## config.mk

```make
export PLATFORM = sky130hd
export DESIGN_NAME = vl_uart_rxmon
export DESIGN_NICKNAME = d
export VERILOG_FILES = /design/src/rtl/vl_uart_rxmon_pkg.sv /design/src/rtl/vl_sync_fifo.sv /design/src/rtl/vl_uart_rxmon.sv
export SDC_FILE = /design/constraint.sdc
export NUM_CORES = 1
export LEC_CHECK = 0
export CAP_MARGIN = 20
export CORE_MARGIN = 5
export CORE_UTILIZATION = 27
export CTS_BUF_LIST = sky130_fd_sc_hd__clkbuf_16
export CTS_CLUSTER_DIAMETER = 30
export CTS_CLUSTER_SIZE = 25
export DETAILED_ROUTE_END_ITERATION = 12
export GPL_ROUTABILITY_DRIVEN = 0
export GPL_TIMING_DRIVEN = 0
export PLACE_DENSITY = 0.44
export REMOVE_ABC_BUFFERS = 1
export SLEW_MARGIN = 10
export SYNTH_ARGS = -nofsm -noshare
export SYNTH_HDL_FRONTEND = slang
export SYNTH_SLANG_ARGS = --single-unit
```

## constraint.sdc

```tcl
create_clock -name clk -period 6.3 [get_ports clk]
set_input_delay 1.575 -clock clk [delete_from_list [all_inputs] [get_ports clk]]
set_output_delay 1.575 -clock clk [all_outputs]
set_load 0.005 [all_outputs]
```

## src/rtl/vl_uart_rxmon_pkg.sv

```systemverilog
// Shared types and constants for the UART console monitor.
// State encoding, default TERM/EOL bytes, counter width.
package vl_uart_rxmon_pkg;

  typedef enum logic [1:0] {
    ST_RUN   = 2'd0,
    ST_DRAIN = 2'd1,
    ST_DONE  = 2'd2
  } state_t;

  localparam logic [7:0] TERM_DEF = 8'hFF;
  localparam logic [7:0] EOL_DEF  = 8'h0A;
  localparam int         CNT_W    = 16;

endpackage

```

## src/rtl/vl_sync_fifo.sv

```systemverilog
// Synchronous FIFO with log2(DEPTH)+1 bit pointers.
// Ports: clk, rst, push/din, pop/dout, full, empty.
module vl_sync_fifo #(
  parameter int WIDTH = 8,
  parameter int DEPTH = 16
) (
  input  logic             clk,
  input  logic             rst,
  input  logic             push,
  input  logic [WIDTH-1:0] din,
  input  logic             pop,
  output logic [WIDTH-1:0] dout,
  output logic             full,
  output logic             empty
);

  localparam int AW = $clog2(DEPTH);
  localparam logic [AW:0] P_ONE = 1;

  logic [WIDTH-1:0] mem [DEPTH];
  logic [AW:0]      wr_ptr;
  logic [AW:0]      rd_ptr;
  logic             do_push;
  logic             do_pop;

  assign empty = (wr_ptr == rd_ptr);
  assign full  = (wr_ptr[AW] != rd_ptr[AW]) &&
                 (wr_ptr[AW-1:0] == rd_ptr[AW-1:0]);

  // A pop frees the head slot in the same cycle,
  // so a full FIFO may still take a push.
  assign do_pop  = pop && !empty;
  assign do_push = push && (!full || do_pop);

  assign dout = mem[rd_ptr[AW-1:0]];

  always_ff @(posedge clk) begin
    if (rst) begin
      wr_ptr <= '0;
      rd_ptr <= '0;
    end else begin
      if (do_push) wr_ptr <= wr_ptr + P_ONE;
      if (do_pop)  rd_ptr <= rd_ptr + P_ONE;
    end
  end

  always_ff @(posedge clk) begin
    if (do_push) mem[wr_ptr[AW-1:0]] <= din;
  end

endmodule

```

## src/rtl/vl_uart_rxmon.sv

```systemverilog
// Console monitor: buffers UART bytes, counts lines/drops, ends on TERM.
// Ports: clk, rst, data_in/data_wr, out_*, done, overflow, drop_cnt, line_cnt.
module vl_uart_rxmon
  import vl_uart_rxmon_pkg::*;
#(
  parameter int         DEPTH = 16,
  parameter logic [7:0] TERM  = TERM_DEF,
  parameter logic [7:0] EOL   = EOL_DEF
) (
  input  logic             clk,
  input  logic             rst,
  input  logic [7:0]       data_in,
  input  logic             data_wr,
  output logic [7:0]       out_data,
  output logic             out_valid,
  input  logic             out_ready,
  output logic             done,
  output logic             overflow,
  output logic [CNT_W-1:0] drop_cnt,
  output logic [CNT_W-1:0] line_cnt
);

  localparam logic [CNT_W-1:0] C_ONE = 1;

  state_t state;
  state_t state_nx;

  logic full;
  logic empty;
  logic pop;
  logic is_run;
  logic is_term;
  logic byte_wr;
  logic push;
  logic drop;

  assign out_valid = !empty;
  assign pop       = out_valid && out_ready;
  assign is_run    = (state == ST_RUN);
  assign is_term   = (data_in == TERM);
  assign byte_wr   = is_run && data_wr && !is_term;
  assign push      = byte_wr && (!full || pop);
  assign drop      = byte_wr && full && !pop;
  assign done      = (state == ST_DONE);

  vl_sync_fifo #(
    .WIDTH (8),
    .DEPTH (DEPTH)
  ) u_fifo (
    .clk   (clk),
    .rst   (rst),
    .push  (push),
    .din   (data_in),
    .pop   (pop),
    .dout  (out_data),
    .full  (full),
    .empty (empty)
  );

  always_ff @(posedge clk) begin
    if (rst) state <= ST_RUN;
    else     state <= state_nx;
  end

  // An empty FIFO cannot pop, so empty alone ends DRAIN.
  always_comb begin
    state_nx = state;
    unique case (state)
      ST_RUN:   if (data_wr && is_term) state_nx = ST_DRAIN;
      ST_DRAIN: if (empty)              state_nx = ST_DONE;
      ST_DONE:  state_nx = ST_DONE;
      default:  state_nx = ST_RUN;
    endcase
  end

  always_ff @(posedge clk) begin
    if (rst) begin
      overflow <= 1'b0;
      drop_cnt <= '0;
      line_cnt <= '0;
    end else begin
      if (drop) begin
        overflow <= 1'b1;
        if (drop_cnt != '1) drop_cnt <= drop_cnt + C_ONE;
      end
      if (push && data_in == EOL) line_cnt <= line_cnt + C_ONE;
    end
  end

endmodule
```

After elaboration in Yosys (flattened, before gate mapping)

Memory sizes are Yosys's and may differ from the RTL's. A register that Yosys moved wholly into a read port is not among the register bits.
Cells that the tools add are included.

$add $sub $neg: 4
Mux-type cells: 7
Reductions and logical operators: 20
Eq/ne operators: 10

Operators with widths:

| kind                                          | number |
|---|---|
| adder 16 x 1 -> 16 bit, second input constant | 2 |
| != test 16 bit, second input constant         | 1 |
| logical AND 1 bit                             | 11 |
| adder 5 x 1 -> 5 bit, second input constant   | 2 |
| == test 8 x 4 -> 1 bit, second input constant | 1 |
| == test 8 bit, second input constant          | 1 |
| two-way mux 4 bit                             | 2 |
| case mux 2 bit (3 select lines)               | 1 |
| == test 5 bit                                 | 1 |
| == test 4 bit                                 | 1 |
| logical NOT 1 bit                             | 4 |
| two-way mux 2 bit                             | 2 |
| != test 2 x 1 -> 1 bit, second input constant | 2 |
| AND reduction 2 bit                           | 2 |
| == test 2 x 1 -> 1 bit, second input constant | 1 |
| == test 2 bit, second input constant          | 1 |
| logical NOT 2 bit                             | 1 |
| logical OR 1 bit                              | 2 |
| two-way mux 1 bit                             | 2 |
| != test 1 bit                                 | 1 |

Memories kept: 1
Register bits: 45
Bits in writable memories: 128
Input port bits: 12
Word-level logic and storage cells: 48

Memory list:

| memory     | depth | bits a word | read ports | clocked after memory_dff | wr ports | line               | text |
|---|---|---|---|---|---|---|---|
| u_fifo.mem | 16    | 8           | 1          | 1                        | 1        | vl_sync_fifo.sv:20 | `logic [WIDTH-1:0] mem [DEPTH];` |

Depth between registers and ports, before layout

Word-level depth: 8
Mapped depth: 9

Hierarchy

From an unflattened synthesis, not the netlist that was laid out.

Cells, all modules: 479
Area total of the unflattened synthesis: 7596.0 um^2

By module, submodules not included:

| module        | area an instance (um^2) | times used | sequential area each (um^2) | cells each |
|---|---|---|---|---|
| vl_sync_fifo  | 5711.7                  | 1          | 4124.0                      | 263 |
| vl_uart_rxmon | 1884.3                  | 1          | 700.7                       | 216 |

Worst setup path after synthesis

Ideal clock, no wire load.

Kind: input to register
Start point: input port data_in[6]
End point: memory u_fifo.mem[3][0], enable pin
Data required time: 5917 ps
Arrival: 3158 ps
Stages on the path: 5
Path slack: 2759 ps
Path buffers: 0
Path through: and4_1 -> a21o_1 -> a21oi_1 -> nand2_1 -> nor3_1

Word-level cells in the longest chain between the ends: 7

RTL lines:

| item                                    | line                | text |
|---|---|---|
| start, declared                         | vl_uart_rxmon.sv:12 | `input logic [7:0] data_in,` |
| == test 8 bit                           | vl_uart_rxmon.sv:40 | `assign is_term = (data_in == TERM);` |
| logical NOT 1 bit                       | vl_uart_rxmon.sv:41 | `assign byte_wr = is_run && data_wr && !is_term;` |
| logical AND 1 bit                       | vl_uart_rxmon.sv:41 |  |
| logical AND 1 bit                       | vl_uart_rxmon.sv:42 | `assign push = byte_wr && (!full \|\| pop);` |
| logical AND 1 bit                       | vl_sync_fifo.sv:33  | `assign do_push = push && (!full \|\| do_pop);` |
| two-way mux 1 bit                       | vl_sync_fifo.sv:48  | `if (do_push) mem[wr_ptr[AW-1:0]] <= din;` |
| two-way mux 1 bit (implied by the code) | vl_sync_fifo.sv:48  |  |
| end, declared                           | vl_sync_fifo.sv:20  |  |

No other way between the ends.

Worst setup path after layout

Start point: input port data_in[4]
End point: memory u_fifo.mem[4][3], enable pin

The elaborated chain is that of the path after synthesis.

==> results.py <==
metrics = {
    "run_status": {
        "status": "finished clean",
    },
    "clocking": {
        "post_cts_resized": 0,
        "holdBufCountCts": 0,
        "cts.clk_slew.worst_paths_ns": 0.08,
        "root_buffer": "clkbuf_16",
        "clock_latency_ns": 0.43,
        "cts_buffers": 17,
        "cts_tree": "yes",
        "cts_sinks": 177,
        "clockBufferDepth": 2,
        "ctsHtreeMaxLevel": 4,
        "cts_setup_buffers": 0,
    },
    "die": {
        "row_count": 60,
        "die_area_um2": 30700,
        "core_area_um2": 26900,
        "ios": 55,
        "die_height_um": 175,
        "start_util_pct": 27.4,
        "fp.dieW_um": 175,
    },
    "place": {
        "dp.cells": 863,
        "hpwlAfterDp_um": 11300,
        "pre_cts_slack_ns": 1.13,
        "io_buffers": 54,
    },
    "power_and_ir_drop": {
        "power_density_nw_per_um2": 313,
        "p_total_mw": 2.79,
        "p_seq_share_pct": 48.4,
        "swShare_pct": 26.7,
        "clkPwrFrac_pct": 37.3,
        "leakagePower_nw": 2.68,
        "pwr-share-comb_pct": 14.3,
        "switchingPower_mw": 0.747,
        "peakVddDrop_mv": 0.152,
        "p_int_mw": 2.05,
    },
    "routing": {
        "via_per_inst": 4.83,
        "ant_nets": 0,
        "drcViolationCount": 0,
        "wl_per_cell_um": 18.9,
        "num_vias": 4322,
        "routed_wl_um": 16900,
        "drt-initial-drc-count": 290,
        "drt_first_pass_iters": 4,
    },
    "critical_path": {
        "crit_arrival_ns": 4.68,
        "critPathMaxStageDelay_ns": 0.84,
        "path_depth": 6,
        "r2r_cells": 5,
        "critPathRequiredTime_ns": 6.35,
        "endpoint_kind": "register",
        "critPathKind": "in2reg",
        "worstPathMaxFanout": 18,
        "crit_chain": "clkdlybuf4s50_1 -> and4_1 -> a21o_1 -> a21oi_1 -> nand2_1 -> nor2_1",
        "cp-start-kind": "primary input",
        "crit_slowest_cell": "clkdlybuf4s50_1",
        "cp_num_buf_inv": 1,
        "critPathTopFamily": "simple AND/OR/NAND/NOR gates",
    },
    "sta": {
        "maxSlewHeadroom_pct": 35.1,
        "tns_ns": 0,
        "drv_slew": 0,
        "rsz0062_at_grt": "false",
        "skew_ns": 0.0140,
        "setup_viol": 0,
        "min_period_over_period_pct": 73.6,
        "hold_violations": 0,
        "fmax_ghz": 0.216,
        "fin_crit_ns": 4.64,
        "fin_ws_ns": 1.66,
        "worst_pin_slew_ns": 0.969,
    },
    "logic_synthesis": {
        "synth_common_cells": "128 x edfxtp_1, 49 x dfxtp_1, 40 x mux4_2",
        "synthArstFlopShare_pct": 0,
        "synth_most_common_cell": "edfxtp_1",
        "synth.largest_area_cell": "edfxtp_1",
        "yosys_warnings": 0,
        "yosysSeqAreaShare_pct": 65.6,
        "ys_types": 42,
        "synth.top_cell.area_share_pct": 52.2,
        "synth_flop_cell": "edfxtp_1",
        "synth_edf_count": 128,
        "synth_area_leaders": "edfxtp_1 52%, dfxtp_1 13%, mux4_2 12%",
        "synth-seq-cells": 177,
        "synth_area_um2": 7360,
        "syn_area_per_cell_um2": 15.2,
        "synthesis.instances": 485,
    },
    "cells_and_area": {
        "nets": 564,
        "syn_to_final_growth_pct": 21.3,
        "multi_input_area_um2": 2400,
        "final.fill_count": 2630,
        "regArea_um2": 4830,
        "drive_above_1_share_pct": 18.2,
        "fin_cells": 895,
        "num_antenna_cells": 0,
    },
    "global_route": {
        "grt_pass1_wl_um": 26300,
        "gr-total-overflow": 0,
        "grt_max_degree": 33,
        "antenna_found_initial": 0,
        "grtUsageTotal_pct": 11.3,
        "first_global_vias": 4459,
    },
    "min_path": {
        "min_path_cells": 2,
        "hold_class": "reg2reg",
    },
    "job": {
        "max-cap-violations": 0,
    },
}
[metrics by stage]
stage | hold slack (ns) | util (%) | cell area, um2
after floorplan | 0.436 | - | 7250
after global placement | 0.442 | 30.6 | 8210
after detailed placement | 0.451 | 31.0 | 8330
after CTS | 0.463 | 33.2 | 8920
after global routing | 0.482 | 33.2 | 8920
final | 0.453 | 33.2 | 8920
[kinds of logic after synthesis]
group / count (synthesis) / synth area share [%]
multiplexers: 50 / 13.7
AND/OR/NAND/NOR: 133 / 9.54
flip-flops: 177 / 65.6
buffers and inverters: 36 / 2.14
XOR/XNOR: 14 / 1.87
adder cells (fa/ha/maj): 11 / 1.87
AO/OA/AOI/OAI: 64 / 5.32
[cell type report]
cell class	instances	area share (%)
Sequential cell	177	54.1
Clock inverter	15	1.88
Clock buffer	17	4.77
Inverter	12	0.505
Timing Repair Buffer	61	7.04
Multi-Input combinational cell	272	26.9
Tap cell	341	4.78
[metal layers]
metal	wire, um	share of wire (%)	track usage (%)
met5	0	0	0
met4	126	0.74	2.59
met3	773	4.6	3.35
met2	8380	49	18.6
met1	7650	45	14.7
[worst min-delay path: cells and delay by family (launching register included)]
family | cells | cell delay (ns)
flops | 1 | 0.32
buf+inv | 1 | 0.05
compound gates | 1 | 0.05
[registers in the layout (all words and copies together), names as in the netlist, named ones only]
name and cells:
line_cnt 16, state 2, overflow 1, u_fifo.wr_ptr 5, u_fifo.rd_ptr 5, drop_cnt 16, u_fifo.mem 128
[placed cells by master, fill, tap and decap left out, types with 2 or more instances in the layout]
cell type,synthesis,layout
o31ai_1,11,11
a2111o_1,2,2
and4_1,4,4
o21ai_0,12,12
clkbuf_16,0,17
inv_1,12,12
nand2b_1,2,2
or3_1,12,12
nand3_1,13,13
edfxtp_1,128,128
mux2i_1,5,5
ha_1,11,11
dfxtp_1,49,47
or4_1,12,12
clkinvlp_4,0,2
xnor2_1,12,12
a211oi_1,4,3
xnor2_2,2,2
or2_2,4,4
nor2_1,36,36
inv_6,0,2
buf_6,2,2
nor2b_1,5,5
mux2_2,5,5
buf_4,0,3
nor4_1,3,3
clkdlybuf4s50_1,0,53
a21oi_1,28,28
clkinv_8,0,4
nand4_1,10,10
nor3_1,6,2
inv_8,0,5
mux4_2,40,40
nand2_1,22,22
nor3_2,0,4
[worst paths after layout]
| check | endpoint | start | slack [ns] |
|---|---|---|---|
| max | u_fifo.mem[4][3] | data_in[4] | 1.66 |
| min | overflow | overflow | 0.45 |
| max reg2reg | u_fifo.mem[4][3] | u_fifo.wr_ptr[2] | 3.22 |
| min reg2reg | overflow | overflow | 0.45 |
[power groups by stage]
stage / Combinational (mW) / Clock (mW) / Sequential (mW)
final: 0.398 / 1.04 / 1.35
after global routing: 0.432 / 1.12 / 1.37
after CTS: 0.408 / 1.07 / 1.36
after detailed placement: 0.407 / 0 / 1.38
after global placement: 0.387 / 0 / 1.40
after floorplan: 0.237 / 0 / 1.36
(Power assumes the default switching activity.)
